## src/rtl/ula_logic_sequencer.sv

```systemverilog
// ULA logic-unit sequencer: cmd handshake -> one-cycle compute -> held response.
// Optional macro ULA_LOGIC_CHAIN_EN keeps last_res[7:0] so a command can reuse the previous result as A.
module ula_logic_sequencer #(
  parameter int COUNT_W = 8
) (
  input  logic               clk,
  input  logic               rst_n,
  input  logic               cmd_valid,
  output logic               cmd_ready,
  input  logic [2:0]         cmd_op,
  input  logic [7:0]         cmd_a,
  input  logic [7:0]         cmd_b,
  input  logic               cmd_chain,
  output logic               rsp_valid,
  input  logic               rsp_ready,
  output logic [15:0]        rsp_data,
  output logic               rsp_zero,
  output logic               rsp_err,
  output logic               busy,
  output logic [COUNT_W-1:0] op_count
);

  // state | meaning
  // IDLE  | ready for a command
  // EXEC  | computing, result registered at end of cycle
  // RESP  | response held until rsp_ready
  typedef enum logic [1:0] {IDLE = 2'd0, EXEC = 2'd1, RESP = 2'd2} state_t;

  state_t             state_q, state_d;
  logic [2:0]         op_q, op_d;
  logic [7:0]         a_q, a_d, b_q, b_d;
  logic [15:0]        data_q, data_d;
  logic               zero_q, zero_d, err_q, err_d;
  logic [COUNT_W-1:0] count_q, count_d;
  logic [15:0]        res;
  logic               legal;
  logic [7:0]         a_src;

`ifdef ULA_LOGIC_CHAIN_EN
  logic [7:0] last_res_q, last_res_d;

  assign a_src = cmd_chain ? last_res_q : cmd_a;

  always_comb begin
    last_res_d = last_res_q;
    if (state_q == RESP && rsp_ready && !err_q) last_res_d = data_q[7:0];
  end

  always_ff @(posedge clk or negedge rst_n) begin
    if (!rst_n) last_res_q <= 8'h00;
    else        last_res_q <= last_res_d;
  end
`else
  logic unused_chain;
  assign unused_chain = cmd_chain;
  assign a_src = cmd_a;
`endif

  always_ff @(posedge clk or negedge rst_n) begin
    if (!rst_n) state_q <= IDLE;
    else        state_q <= state_d;
  end

  always_comb begin
    state_d = state_q;
    case (state_q)
      IDLE:    if (cmd_valid) state_d = EXEC;
      EXEC:    state_d = RESP;
      RESP:    if (rsp_ready) state_d = IDLE;
      default: state_d = IDLE;
    endcase
  end

  always_comb begin
    cmd_ready = (state_q == IDLE);
    rsp_valid = (state_q == RESP);
    busy      = (state_q != IDLE);
  end

  always_comb begin
    legal = 1'b1;
    res   = 16'h0000;
    case (op_q)
      3'd0:    res = {8'h00, a_q & b_q};
      3'd1:    res = {8'h00, a_q | b_q};
      3'd2:    res = {8'h00, ~(a_q & b_q)};
      3'd3:    res = {8'h00, a_q ^ b_q};
      3'd4:    res = {8'h00, ~(a_q | b_q)};
      3'd5:    res = ~{8'h00, a_q};
      default: legal = 1'b0;
    endcase
  end

  always_comb begin
    op_d    = op_q;
    a_d     = a_q;
    b_d     = b_q;
    data_d  = data_q;
    zero_d  = zero_q;
    err_d   = err_q;
    count_d = count_q;
    if (state_q == IDLE && cmd_valid) begin
      op_d = cmd_op;
      a_d  = a_src;
      b_d  = cmd_b;
    end
    if (state_q == EXEC) begin
      data_d = res;
      zero_d = legal && (res == 16'h0000);
      err_d  = !legal;
    end
    if (state_q == RESP && rsp_ready) count_d = count_q + COUNT_W'(1);
  end

  always_ff @(posedge clk or negedge rst_n) begin
    if (!rst_n) begin
      op_q    <= 3'd0;
      a_q     <= 8'h00;
      b_q     <= 8'h00;
      data_q  <= 16'h0000;
      zero_q  <= 1'b0;
      err_q   <= 1'b0;
      count_q <= '0;
    end else begin
      op_q    <= op_d;
      a_q     <= a_d;
      b_q     <= b_d;
      data_q  <= data_d;
      zero_q  <= zero_d;
      err_q   <= err_d;
      count_q <= count_d;
    end
  end

  assign rsp_data = data_q;
  assign rsp_zero = zero_q;
  assign rsp_err  = err_q;
  assign op_count = count_q;

endmodule

```

## config.mk

```make
export PLATFORM = sky130hd
export DESIGN_NAME = ula_logic_sequencer
export DESIGN_NICKNAME = d
export VERILOG_FILES = /design/src/rtl/ula_logic_sequencer.sv
export SDC_FILE = /design/constraint.sdc
export NUM_CORES = 1
export LEC_CHECK = 0
export ABC_CLOCK_PERIOD_IN_PS = 2300
export CAP_MARGIN = 10
export CELL_PAD_IN_SITES_DETAIL_PLACEMENT = 1
export CELL_PAD_IN_SITES_GLOBAL_PLACEMENT = 1
export CORE_MARGIN = 1
export CORE_UTILIZATION = 38
export DETAILED_ROUTE_END_ITERATION = 6
export GPL_TIMING_DRIVEN = 0
export HOLD_SLACK_MARGIN = 0.05
export PLACE_DENSITY = 0.9
export SLEW_MARGIN = 10
export SYNTH_ARGS = -nofsm -noshare
export SYNTH_HDL_FRONTEND = slang
export SYNTH_SLANG_ARGS = --single-unit
```

## constraint.sdc

```tcl
create_clock -name clk -period 2.3 [get_ports clk]
set_input_delay 0.46 -clock clk [delete_from_list [all_inputs] [get_ports clk]]
set_output_delay 0.46 -clock clk [all_outputs]
set_load 0.03 [all_outputs]
```

# Yosys cells after proc, flatten, opt, wreduce, memory -nomap -nowiden
# Cells that the tools add are included.
[totals] regBits=47 out_inout_bits=29
[classes] addsub=1 eq_ne=9 n_mux=5 bitwise_logic=6 reduce_logical=10
[op_table] operator="case mux 16 bit (6 select lines)" n=1
[op_table] operator="logical NOT 16 bit" n=1
[op_table] operator="NOT 8 -> 16 bit" n=1
[op_table] operator="NOT 8 bit" n=2
[op_table] operator="adder 8 x 1 -> 8 bit (second input constant)" n=1
[op_table] operator="AND 8 bit" n=1
[op_table] operator="OR 8 bit" n=1
[op_table] operator="XOR 8 bit" n=1
[op_table] operator="== test 3 x 2 -> 1 bit (second input constant)" n=2
[op_table] operator="== test 3 bit (second input constant)" n=2
[op_table] operator="case mux 2 bit (3 select lines)" n=1
[op_table] operator="OR reduction 6 bit" n=1
[op_table] operator="2-to-1 mux 2 bit" n=2
[op_table] operator="== test 3 x 1 -> 1 bit (second input constant)" n=1
[op_table] operator="logical AND 1 bit" n=3
[op_table] operator="logical NOT 3 bit" n=1
[op_table] operator="== test 2 x 1 -> 1 bit (second input constant)" n=1
[op_table] operator="== test 2 bit (second input constant)" n=1
[op_table] operator="logical NOT 2 bit" n=1
[op_table] operator="inequality test 2 x 1 -> 1 bit (second input constant)" n=1
[op_table] operator="inequality test 2 bit (second input constant)" n=1
[op_table] operator="AND reduction 2 bit" n=1
[op_table] operator="nonzero test 2 bit" n=1
[op_table] operator="logical NOT 1 bit" n=1
[op_table] operator="2-to-1 mux 1 bit" n=1

# Depth between registers and ports, before layout
# Gate-level depths: netlist of run 1.
[depth] word_depth=5 depth_mapped=8 mapped_depth_nobuf=7

# Worst setup path before layout of run 1
# No wires, ideal clock.
[synth_timing] kind="flip-flop to flip-flop" startpoint="reg a_q[1]" endpoint="reg zero_q, in the netlist rsp_zero" setup_ps=92 t_arrival_ps=1940 required_time_ps=2208 path_slack_ps=269 path_stages_with_launch=8 n_path_buf=0 path_cell_list="dfrtp_1 -> inv_1 -> ha_1 -> nor4b_4 -> nor2_1 -> a2111oi_2 -> or4b_1 -> o31ai_2"
[synth_between] elab_chain_cells=5 elab_cells_between_ends=9 classes_between="mux: 1; bitwise: 6; reduce/logical: 2"
[synth_lines] element="from (decl)" line_no="31" source="logic [7:0] a_q, a_d, b_q, b_d;"
[synth_lines] element="from (signal assigned)" line_no="118" source="a_q <= 8'h00;"
[synth_lines] element="from (signal assigned)" line_no="126" source="a_q <= a_d;"
[synth_lines] element="OR 8 bit / AND 8 bit (equally long branches)"
[synth_lines] element="NOT 8 bit (on tied branches)" line_no="88, 86"
[synth_lines] element="case mux 16 bit (6 select lines) (*)" line_no="83" source="case (op_q)"
[synth_lines] element="logical NOT 16 bit (*)" line_no="109" source="zero_d = legal && (res == 16'h0000);"
[synth_lines] element="logical AND 1 bit (*)" line_no="109"
[synth_lines] element="to (signal assigned)" line_no="129" source="zero_q <= zero_d;"
[synth_lines] element="to (decl)" line_no="33" source="logic zero_q, zero_d, err_q, err_d;"
# Mark *: on every way between the ends. The rest lies on a longest branch, timed or not.
# A chain may end at the register's enable or synchronous reset.

# Worst setup path in the final report of run 1
[layout_timing] startpoint="reg state_q[1]" endpoint="out cmd_ready"
[layout_between] elab_chain_cells=1
[layout_lines] element="from (decl)" line_no="29" source="state_t state_q, state_d;"
[layout_lines] element="from (signal assigned)" line_no="61" source="else state_q <= state_d;"
[layout_lines] element="logical NOT 2 bit" line_no="75" source="cmd_ready = (state_q == IDLE);"
[layout_lines] element="to (decl)" line_no="9" source="output logic cmd_ready,"
# No other way between the ends.

==> key figures, run 1 <==
STA
  – Min setup slack post-route: 0.0783 ns
  – Slew Viols, Final: 0
  – Fmax: 450 MHz
  – Period minus WS final: 2.22 ns
  – Final Cycle Share: 96.6%
  – Final Skew: 0.0133 ns
  – RSZ-0062 raised after global routing: no
  – Fin. Hold Viols: 0
  – Worst Tran Pin Value: 0.542 ns
  – Final setup viols: 0
  – Hold_ws: 0.0784 ns
  – Relative slew margins: 63.9%

Pwr
  – Psw: 2.28 mW
  – P per Cell Area: 1570 nW/um2
  – Tot Pwr: 4.96 mW
  – Combinational fraction of design power: 62.2%
  – Peak supply drop: 0.668 mV
  – Int Pwr: 2.67 mW
  – Sw Ratio: 46.0%
  – Clock power frac: 12.5%
  – Reg power frac: 25.3%
  – Static Leak: 1.41 nW

Critical path
  – Arr. time, crit path: 1.76 ns
  – Reg2reg start: b_q[6]
  – CP Class: flop to output pin
  – Crit-path max FO: 4
  – Data required time at the worst endpoint: 1.84 ns
  – Critical path origin: state_q[1]
  – Critical path capture point type: output pin
  – Worst reg-to-reg path cell count: 7
  – Worst Setup Start Kind: flop

Placed design
  – Placed cell areas: 3020 um2
  – RePlAce Congestion: 0.866
  – Pre-CTS setup slack: 0.0248 ns
  – DP HPWL: 4900 um
  – Count of input and output buffers: 51

Synthesis
  – Synth Flop Type: dfrtp_1
  – Distinct cells, synth: 49
  – Synth Register Bits: 40
  – Syn_area_per_cell: 9.52 um2
  – Yosys warnings: 0
  – Register area share after synthesis: 41.9%
  – Post-Syn Nets: 292
  – EDFF count, synth: 0
  – Post-Synthesis Cells: 251
  – Mapped cell area: 2390 um2
  – Ys async rst share: 100%

Floorplan
  – Initial Util: 39.9%
  – Cell row count: 28
  – Area of the core: 5990 um2
  – Die W: 81.3 um
  – Die Area: 6610 um2
  – Die Ht: 81.3 um
  – I/O pin count: 53

Final layout
  – Fin area: 3160 um2
  – N_diodes: 0
  – Number of nets in the finished design: 354
  – Fillers: 669
  – Share of post-route cells with drive strength above 1: 14.6%
  – Register area: 1000 um2
  – Multi-input logic area: 1180 um2
  – Utilization after layout: 52.8%
  – P&R area growth vs syn: 32.4%

Drt
  – Pre-Repair DR Iteration Count: 4
  – Via count: 2,047
  – Post-route ant nets: 0
  – DRC viols: 0
  – Vias/cell: 5.26
  – Average wire per standard cell: 16.8 um
  – WL final: 6520 um
  – DRT iter0 DRCs: 132

CTS
  – Total CTS buffers: 5
  – Clock slew at reported path FFs: 0.09 ns
  – Clk buf depth: 2
  – CTS H-tree depth: 2
  – Worst skew pair latency: 0.31 ns
  – Clk sinks: 40
  – Root Buffer: clkbuf_8
  – TritonCTS clock tree: yes

Run
  – Maximum Capacitance Violations: 0

Global route
  – GR Util All Layers: 21.8%
  – Antenna violations before repair: 0
  – First-pass GRT wire length: 10,700 um
  – Largest net degree at the start of global routing: 25
  – Vias in the first global route: 2,125
  – Overflow left after global routing: 0

Status
  – Status: finished, final reports clean

Min path
  – Worst hold path class: input pin to asynchronous set/reset pin
-- critical path, cell delays in order (launching register included) --
cell	delay, ns
dfrtp_1	0.41
or2_2	0.32
inv_1	0.07
clkdlybuf4s50_1	0.66
-- path summary, 6_finish.rpt --
check	slack (ns)	endpoint
min	0.08	b_q[3]
min in group clk	0.49	op_count[7]
max	0.08	cmd_ready
max in group asynchronous	1.75	rsp_data[4]
min reg2reg	0.49	op_count[7]
max reg2reg	0.12	rsp_zero
-- synthesized netlist by cell type (5+ instances only) --
cell,count,area (um2)
a21oi_1,8,40.0
buf_2,5,25.0
buf_4,9,67.6
clkbuf_1,8,30.0
dfrtp_1,40,1000
ha_1,17,213
inv_1,21,78.8
mux2_2,8,90.1
nand2_1,32,120
nand2b_1,6,37.5
nor2_1,9,33.8
o21ai_0,18,90.1
o21ai_1,11,55.1
xnor2_1,5,43.8
-- registers in the layout, indices dropped and copies added, names as in the netlist --
signal / cells
rsp_data: 9
b_q: 8
op_count: 8
state_q: 2
rsp_zero: 1
a_q: 8
op_q: 3
rsp_err: 1
-- power by group through the flow --
stage	clock [mW]	combinational, mW	sequential [mW]
after global placement	0	2.85	1.24
after floorplan	0	1.81	1.44
after CTS	0.626	3.01	1.27
final	0.619	3.08	1.25
after detailed placement	0	2.98	1.28
after global routing	0.655	3.34	1.30
-- cells by family (layout without fill, tap and decap cells) --
| family | count (synthesis) | after routing | share of synthesized area [%] |
|---|---|---|---|
| compound gates | 62 | 62 | 17.5 |
| xor+xnor | 7 | 7 | 2.57 |
| fa+ha+maj | 17 | 17 | 8.90 |
| buf+inv | 44 | 107 | 8.90 |
| flops | 40 | 40 | 41.9 |
| mux | 11 | 11 | 5.03 |
| simple gates | 70 | 70 | 15.2 |
-- metal layers --
| metal | track usage (%) | part of all wire [%] | routed length [um] |
|---|---|---|---|
| met2 | 37.5 | 51 | 3340 |
| met3 | 3.82 | 3.2 | 211 |
| met4 | 8.93 | 2.3 | 150 |
| met1 | 26.7 | 43 | 2820 |
| met5 | 0 | 0 | 0 |
-- repair_timing --
| item | 4_1_cts | 5_1_grt |
|---|---|---|
| resized for setup | 0 | 3 |
| setup endpoints to repair | 0 | 1 |
| setup buffers | 0 | 3 |
| hold buffers | 0 | 0 |
-- cell usage in the layout (no fill, tap or decap), types with 5 or more instances in the layout --
cell type / instances
clkdlybuf4s50_1: 50
dfrtp_1: 40
nand2_1: 32
inv_1: 21
o21ai_0: 18
ha_1: 15
buf_4: 12
o21ai_1: 11
nor2_1: 9
clkbuf_1: 8
mux2_2: 8
a21oi_1: 8
nand2b_1: 6
buf_2: 6
xnor2_1: 5
clkbuf_8: 5
-- per-stage QoR --
stage	setup TNS [ns]	std cells
floorplan	0	251
global placement	-7.32	377
detailed placement	0	378
CTS	0	386
global route	0	389
finish	0	389
-- cell type report --
type                       count  area share, %
clock inverter                 3           1.46
sequential                    40           31.6
clock buffer                   5           2.18
tap                           75           2.97
inverter                      21           2.49
multi-input combinational    167           37.5
buffer                        23           4.23
timing repair buffer          55           17.6
No activity file was read; power rests on OpenSTA's default activity.
==> run 2, diff against run 1 <==
HOLD_SLACK_MARGIN = 0.1   (was 0.05)
==> run 2 against run 1 <==
Compared with the run above: via count increased by 0.64%; wire length increased by 1.1%; worst hold slack gained 0.41 ns; fmax hardly changed; global-route usage is 0.17 points higher; clock skew is essentially flat; core utilization up 0.17 points; critical path depth is the same; first-iteration DRC count grew 7.6%.
==> key figures, run 2 (synthesis results as in run 1) <==
Final layout
  – N_diodes: 0 (unchanged)
  – Share of post-route cells with drive strength above 1: 14.6% (-0.047 points)
  – Commonest non-fill, non-tap cells in the layout: 50 x clkdlybuf4s50_1, 40 x dfrtp_1, 32 x nand2_1
  – Non-Filler Instances: 390 (+0.26%)
  – Number of nets in the finished design: 355 (+0.28%)
  – Commonest non-fill, non-tap cell in the layout: clkdlybuf4s50_1
  – Max reg flops: 9 (unchanged)
  – P&R area growth vs syn: 32.8%

Min path
  – Hold path cells: 1
  – Worst hold path class: flop to flop
  – Worst Hold Endpoint: op_count[7]
  – Worst hold start: op_count[7]

Global route
  – Largest net degree at the start of global routing: 25 (unchanged)
  – Vias in the first global route: 2,141 (+0.75%)
  – Overflow left after global routing: 0 (unchanged)
  – First-pass GRT wire length: 10,800 um (+0.64%)
  – Antenna violations before repair: 0 (unchanged)
  – GR Util All Layers: 22.0% (+0.17 points)

STA
  – Fin. Hold Viols: 0 (unchanged)
  – Worst Tran Pin Value: 0.534 ns (-0.00757 ns)
  – RSZ-0062 raised after global routing: no
  – Final setup viols: 0 (unchanged)
  – Final Skew: 0.0131 ns (-0.000151 ns)
  – Min setup slack post-route: 0.0764 ns (-0.00189 ns)
  – Relative slew margins: 64.4% (+0.50 points)
  – Final Cycle Share: 96.7% (about the same)
  – Period minus WS final: 2.22 ns (+0.00189 ns)
  – Slew Viols, Final: 0 (unchanged)
  – Hold_ws: 0.487 ns (+0.408 ns)
  – Sum of negative setup slack: 0 ns (unchanged)
  – Fmax: 450 MHz (about the same)

Critical path
  – Worst reg-to-reg path cell count: 7 (unchanged)
  – FF-to-FF End: rsp_zero
  – Reg2reg start: b_q[6]
  – Crit-path max FO: 4 (unchanged)
  – Data required time at the worst endpoint: 1.84 ns (about the same)
  – Crit path largest cell delay: 0.66 ns (about the same)
  – Slowest cell on the critical path: clkdlybuf4s50_1
  – Critical path capture point type: output pin
  – CP Buf/Inv Count: 2 (unchanged)
  – Worst Setup Start Kind: flop
  – Worst path cell trace: or2_2, inv_1, clkdlybuf4s50_1
  – CP Class: flop to output pin
  – Arr. time, crit path: 1.76 ns (about the same)
  – Reg2Reg Setup Slack: 0.12 ns (about the same)
  – Kind of cell adding the most delay to the critical path: buffers and inverters

Floorplan
  – Die Area: 6610 um2 (unchanged)
  – I/O pin count: 53 (unchanged)
  – Area of the core: 5990 um2 (unchanged)
  – Cell row count: 28 (unchanged)
  – Die Ht: 81.3 um (unchanged)
  – Initial Util: 39.9% (unchanged)
  – Die W: 81.3 um (unchanged)

CTS
  – Root Buffer: clkbuf_8
  – TritonCTS clock tree: yes
  – Clock slew at reported path FFs: 0.10 ns (about the same)
  – Worst skew pair latency: 0.31 ns (about the same)
  – Clk buf depth: 2 (unchanged)
  – Clk sinks: 40 (unchanged)
  – Total CTS buffers: 5 (unchanged)
  – CTS H-tree depth: 2 (unchanged)

Drt
  – WL final: 6600 um (+1.1%)
  – Average wire per standard cell: 16.9 um (+0.87%)
  – DRT iter0 DRCs: 142 (+7.6%)
  – Pre-Repair DR Iteration Count: 4 (unchanged)
  – Post-route ant nets: 0 (unchanged)
  – Via count: 2,060 (+0.64%)
  – Vias/cell: 5.28 (+0.38%)
  – DRC viols: 0 (unchanged)

Pwr
  – Static Leak: 1.41 nW (+0.30%)
  – Tot Pwr: 4.96 mW (+0.17%)
  – Peak supply drop: 0.669 mV (about the same)
  – P per Cell Area: 1560 nW/um2 (-0.14%)

Placed design
  – Count of input and output buffers: 51 (unchanged)
  – RePlAce Congestion: 0.866 (unchanged)
  – Placed Cells: 378 (unchanged)
  – Pre-CTS setup slack: 0.0248 ns (unchanged)
  – DP HPWL: 4900 um (unchanged)

Run
  – Maximum Capacitance Violations: 0 (unchanged)

Status
  – Status: finished, final reports clean
## run 2: how the worst max path moves through the flow
stage / startpoint / endpoint / slack, ns / depth (start not counted)
final: state_q[1] / cmd_ready / 0.08 / 3
after global routing: a_q[6] / rsp_zero / 0.001 / 7
after CTS: a_q[1] / rsp_zero / 0.02 / 7
after detailed placement: a_q[1] / rsp_zero / 0.02 / 7
after global placement: rst_n / rsp_data[4] / -0.18 / 1
after floorplan: a_q[1] / rsp_zero / 0.27 / 7
## run 2: metrics by stage
stage	cell area [um2]	utilization [%]
3_5_place_dp	3020	50.4
2_1_floorplan	2390	-
6_report	3170	53.0
4_1_cts	3140	52.4
5_1_grt	3170	53.0
3_3_place_gp	2990	50.0
## run 2: cell type report
cell class                 count  area (um2)
fill                         667        2820
multi-input combinational    167        1180
sequential                    40        1000
timing repair buffer          56         566
buffer                        23         134
tap                           75        93.8
inverter                      21        78.8
clock buffer                   5        68.8
clock inverter                 3        46.3
## run 2: metal layers
| metal | share of wire, % | track usage (%) | up-vias | routed length, um |
|---|---|---|---|---|
| met5 | 0 | 0 | - | 0 |
| met4 | 2.3 | 8.93 | 0 | 153 |
| met3 | 3.4 | 3.82 | 10 | 223 |
| met2 | 52 | 38.0 | 53 | 3410 |
| met1 | 43 | 26.8 | 1016 | 2810 |
| li1 | - | - | 981 | - |
## run 2: timing repair
item / in CTS / in global routing
hold buffers: 1 / 0
setup endpoints to repair: 0 / 1
buffers inserted: 0 / 3
endpoints found under the hold margin: 13 / 0
gates resized for setup: 0 / 3
## run 2: power breakdown
part           switching, mW  internal [mW]  leakage, nW
Clock                  0.292          0.327       0.0548
Sequential             0.251           1.00        0.504
Combinational           1.75           1.34        0.855
